===== src/rtl/pulse_hold_mc.sv =====
// pulse_hold_mc: multi-channel pulse stretcher, hold length latched per pulse, optional retrigger.
// Define PULSE_HOLD_MC_STAT_EN to build saturating per-channel accepted-pulse counters.
module pulse_hold_mc #(
  parameter int NUM_CH = 4,
  parameter int CNT_W  = 16,
  parameter int RETRIG = 1,
  parameter int STAT_W = 16
) (
  input  logic                     clk,
  input  logic                     rst_n,
  input  logic [NUM_CH-1:0]        pulse_in,
  input  logic [NUM_CH*CNT_W-1:0]  hold_num,
  input  logic [NUM_CH-1:0]        ch_en,
  output logic [NUM_CH-1:0]        pulse_out,
  output logic [NUM_CH-1:0]        busy,
  input  logic                     stat_clr,
  output logic [NUM_CH*STAT_W-1:0] stat_cnt
);

  typedef enum logic [1:0] {
    IDLE,
    ACTIVE,
    HOLD
  } state_e;

  logic [NUM_CH-1:0] pulse_r;
  logic [NUM_CH-1:0] rise;
  logic [NUM_CH-1:0] fall;
  logic [NUM_CH-1:0] accept;

  // pulse_r keeps tracking even while a channel is disabled, so a level that is
  // already high at enable time never looks like a fresh edge.
  // NOTE: sequential state uses non-blocking assignments so every flop samples pre-edge values.
  always_ff @(posedge clk or negedge rst_n) begin
    if (!rst_n) pulse_r <= '0;
    else        pulse_r <= pulse_in;
  end

  assign rise = pulse_in & ~pulse_r;
  assign fall = ~pulse_in & pulse_r;

  for (genvar i = 0; i < NUM_CH; i++) begin : g_ch
    state_e           state;
    state_e           state_nxt;
    logic [CNT_W-1:0] cnt;
    logic [CNT_W-1:0] cnt_nxt;
    logic [CNT_W-1:0] hold_lat;
    logic [CNT_W-1:0] hold_lat_nxt;
    logic [CNT_W-1:0] hold_i;
    logic             expire;
    logic             acc;
    logic             out_q;
    logic             busy_q;

    assign hold_i = hold_num[i*CNT_W +: CNT_W];
    // Compare before incrementing: an all-ones hold never needs the counter to wrap.
    assign expire = (cnt == hold_lat - CNT_W'(1));

    // NOTE: every always_comb output gets a default first, so no path can infer a latch.
    always_comb begin
      state_nxt    = state;
      cnt_nxt      = cnt;
      hold_lat_nxt = hold_lat;
      acc          = 1'b0;
      if (!ch_en[i]) begin
        state_nxt = IDLE;
        cnt_nxt   = '0;
      end else begin
        case (state)
          IDLE: begin
            if (rise[i]) begin
              state_nxt    = ACTIVE;
              hold_lat_nxt = hold_i;
              acc          = 1'b1;
            end
          end
          ACTIVE: begin
            if (fall[i]) begin
              cnt_nxt   = '0;
              state_nxt = (hold_lat == '0) ? IDLE : HOLD;
            end
          end
          HOLD: begin
            // A retrigger edge wins over expiry in the same cycle.
            if (rise[i] && (RETRIG != 0)) begin
              state_nxt    = ACTIVE;
              hold_lat_nxt = hold_i;
              cnt_nxt      = '0;
              acc          = 1'b1;
            end else if (expire) begin
              state_nxt = IDLE;
              cnt_nxt   = '0;
            end else begin
              cnt_nxt = cnt + CNT_W'(1);
            end
          end
          default: begin
            state_nxt = IDLE;
            cnt_nxt   = '0;
          end
        endcase
      end
    end

    always_ff @(posedge clk or negedge rst_n) begin
      if (!rst_n) begin
        state    <= IDLE;
        cnt      <= '0;
        hold_lat <= '0;
        out_q    <= 1'b0;
        busy_q   <= 1'b0;
      end else begin
        state    <= state_nxt;
        cnt      <= cnt_nxt;
        hold_lat <= hold_lat_nxt;
        out_q    <= (state_nxt != IDLE);
        busy_q   <= (state_nxt == HOLD);
      end
    end

    assign pulse_out[i] = out_q;
    assign busy[i]      = busy_q;
    assign accept[i]    = acc;

`ifdef PULSE_HOLD_MC_STAT_EN
    logic [STAT_W-1:0] stat;

    // Clear beats a coinciding increment; the count sticks at all-ones.
    always_ff @(posedge clk or negedge rst_n) begin
      if (!rst_n)                    stat <= '0;
      else if (stat_clr)             stat <= '0;
      else if (acc && (stat != '1))  stat <= stat + STAT_W'(1);
    end

    assign stat_cnt[i*STAT_W +: STAT_W] = stat;
`else
    assign stat_cnt[i*STAT_W +: STAT_W] = '0;
`endif
  end

`ifndef PULSE_HOLD_MC_STAT_EN
  logic unused_stat;
  assign unused_stat = stat_clr ^ (^accept);
`endif

endmodule

===== config.mk =====
export PLATFORM = sky130hd
export DESIGN_NAME = pulse_hold_mc
export DESIGN_NICKNAME = d
export VERILOG_FILES = /design/src/rtl/pulse_hold_mc.sv
export SDC_FILE = /design/constraint.sdc
export NUM_CORES = 1
export LEC_CHECK = 0
export ABC_AREA = 1
export CELL_PAD_IN_SITES_DETAIL_PLACEMENT = 1
export CELL_PAD_IN_SITES_GLOBAL_PLACEMENT = 1
export CORE_ASPECT_RATIO = 1.2
export CORE_MARGIN = 1.5
export CORE_UTILIZATION = 43
export CTS_CLUSTER_DIAMETER = 30
export DETAILED_ROUTE_END_ITERATION = 10
export PLACE_DENSITY = 0.93
export RECOVER_POWER = 25
export SLEW_MARGIN = 15
export SYNTH_ARGS = -nofsm -noshare
export SYNTH_HDL_FRONTEND = slang
export SYNTH_SLANG_ARGS = --single-unit

===== constraint.sdc =====
create_clock -name clk -period 3.01 [get_ports clk]
set_input_delay 0.602 -clock clk [delete_from_list [all_inputs] [get_ports clk]]
set_output_delay 0.602 -clock clk [all_outputs]
set_load 0.05 [all_outputs]

==> out/metrics.yaml <==
worstSkewPairLatency_ns: 0.44
dieArea_um2: 24600
finalClockSkew_ns: 0.00861
cts-root-buf: "clkbuf_16"
multiInputGateArea_um2: 5340
p_per_area_nw_per_um2: 546
clk_pin_slew_ns: 0.06
tightest_slew_ns: 1.58
irDropWorstVdd_v: 0.000242
grt_pass1_wl_um: 48500
timing.rr.start: "g_ch[2].hold_lat[0]"
p_sw_share_pct: 35.8
critPathRequiredTime_ns: 3.30
start_util_pct: 43.9
fin_crit_sh_pct: 88.2
synth-adder-area-share_pct: 0.983
crit_arrival_ns: 2.94
cp-start-kind: "flop"
cp-end-kind: "flop"
core_um2: 23200
status: "finished with violations"
synth_top_family_by_area: "simple AND/OR/NAND/NOR gates"
cts_sinks: 148
p_int_mw: 4.08
track_usage_pct: 24.8
vias: 9416
synth_compound_area_share_pct: 7.84
rsz0062_at_grt: "false"
synth_common_cells: "nand2_1, inv_1, dfrtp_1"
yosysSeqAreaShare_pct: 36.4
utilization_pct: 50.1
portBuffers: 81
clock_power_share_pct: 34.7
pin_count: 147
nFillCells: 3030
drtIter0Drc: 404
max_cap_viol_count: 1
postRouteWirelength_um: 29100
regToRegEndpoint: "g_ch[2].cnt[2]"
cts.path.max_buffers: 2
finalHoldViolations: 0
antenna_found_initial: 1
cts_tree: "done"
fin_tns_setup_ns: 0
drv_slew: 59
synthSimpleGateAreaFrac_pct: 33.9
yosysTopAreaCellShare_pct: 36.4
die_x_um: 144
p_switching_mw: 2.27
setup-violations-final: 0
numCtsBuffers: 17
min_path_type: "in2async"
synth.area.top_cells: "dfrtp_1, nand2_1, inv_1"
postCtsSetupBuffers: 0
yosysMostFrequentCell: "nand2_1"
seqPwrFrac_pct: 38.2
p_comb_share_pct: 27.1
synth_area_um2: 10200
rrSetupSlack_ns: 0.36
grt_max_degree: 60
yosys_warnings: 0
viasPerCell: 5.12
die_h_um: 172
synth_top_area_cell: "dfrtp_1"
gp_congestion: 0.869
async_flop_share_pct: 100
reg2reg_depth: 11
grt-ovfl-total: 0
synth_ff_type: "dfrtp_1"
seqCellArea_um2: 3700
leakage_nw: 5.51
cts_resized: 0
period_minus_slack_ns: 2.65
syn_inst: 1437
violations: "max-capacitance violations, max-slew violations"
area_delta_synth_final_pct: 14.2
drt.antenna.violating_nets: 0
synth-xor-area-share_pct: 7.22
drt_pass1_iterations: 4
endpoint: "g_ch[2].cnt[2]"
synth-edff-count: 0
dp_hpwl_um: 20800
ys_ff_latch: 148
h-tree-depth: 4
nets: 1596
layout-drive-gt1-share_pct: 7.35
relSlewSlack_pct: -5.63
path_class: "reg2reg"
wl_per_cell_um: 15.8
num_rows: 61
drc_errors: 0
critical_path.max_fanout: 14
max_clock_freq_mhz: 377
crit_start: "g_ch[2].hold_lat[0]"
avgSynthCellArea_um2: 7.09
grt_pass1_vias: 10100
ctsHoldBuffers: 0
synth_mux_area_share_pct: 0
yosys.cell_types.count: 41
[sequential cells by signal (all words and copies together), names as in the netlist]
register       flops
g_ch.cnt          64
g_ch.hold_lat     64
g_ch.state         8
g_ch.busy_q        4
g_ch.out_q         4
pulse_r            4
[worst max-delay path, cell delays in order (launching register included)]
cell and delay, ns:
dfrtp_1 0.38, inv_1 0.17, ha_1 0.23, nand3_1 0.16, nor2_2 0.27, nand2_1 0.13, nor2_1 0.15, o21ai_0 0.11
nor2_1 0.14, nand4_2 0.20, nand2_2 0.37, o22ai_1 0.19
[per-layer routing]
metal / vias to the layer above / share of wire (%) / track usage, % / routed length (um)
li1: 4531 / - / - / -
met1: 4608 / 40 / 27.2 / 11700
met2: 207 / 53 / 46.2 / 15400
met3: 70 / 3.2 / 3.56 / 931
met4: 0 / 3.7 / 12.2 / 1060
met5: - / 0 / 0 / 0
[area by class of cell]
cell class	instances	area share, %
clock inverter	10	1.14
multi-input combinational	1067	45.9
timing repair buffer	92	7.75
antenna	1	0.0215
clock buffer	20	3.93
tap	315	3.39
sequential	148	31.8
inverter	187	6.04
[logic make-up after synthesis]
family | Yosys count
other cells | 1
fa+ha+maj | 8
flops | 148
compound gates | 135
xor+xnor | 84
buf+inv | 285
simple gates | 776
[per-stage QoR]
step | cell area (um2) | worst slack [ns] | hold WS [ns] | total power [mW] | instances
after floorplan | 10400 | 1.05 | 0.306 | 3.72 | 1500
after global placement | 11000 | 0.441 | 0.504 | 4.06 | 1809
after detailed placement | 11000 | 0.360 | 0.505 | 4.15 | 1809
after CTS | 11600 | 0.332 | 0.155 | 6.40 | 1839
after global routing | 11600 | 0.0985 | 0.568 | 6.71 | 1840
final | 11600 | 0.356 | 0.531 | 6.35 | 1840
[power groups by stage]
stage,logic (mW),clock network [mW],registers [mW]
6_report,1.72,2.20,2.43
5_1_grt,1.93,2.32,2.46
4_1_cts,1.73,2.24,2.43
3_5_place_dp,1.70,0,2.46
3_3_place_gp,1.61,0,2.45
2_1_floorplan,1.34,0,2.38
[cells in the final DEF, fill, tap and decap left out, types with 17 or more instances in the layout]
cell | Yosys | routed
nand2_1 | 432 | 432
inv_1 | 185 | 185
dfrtp_1 | 148 | 148
nor2_1 | 127 | 127
nand3_1 | 106 | 106
o21ai_0 | 103 | 103
clkdlybuf4s50_1 | 0 | 76
conb_1 | 1 | 64
xor2_1 | 55 | 55
xnor2_1 | 29 | 29
nand4_1 | 24 | 24
nand3b_1 | 19 | 19
clkbuf_16 | 0 | 17
[worst min path at each step]
stage	from	end	slack, ns	cells after the start
after global placement	g_ch[3].cnt[15]	g_ch[3].cnt[15]	0.50	2
after CTS	rst_n	g_ch[1].hold_lat[15]	0.16	1
after floorplan	rst_n	g_ch[0].busy_q	0.31	0
after global routing	g_ch[1].hold_lat[15]	g_ch[1].hold_lat[15]	0.57	2
after detailed placement	g_ch[3].cnt[15]	g_ch[3].cnt[15]	0.51	2
final	rst_n	g_ch[1].hold_lat[15]	0.53	1
No activity file was read; power rests on OpenSTA's default activity.
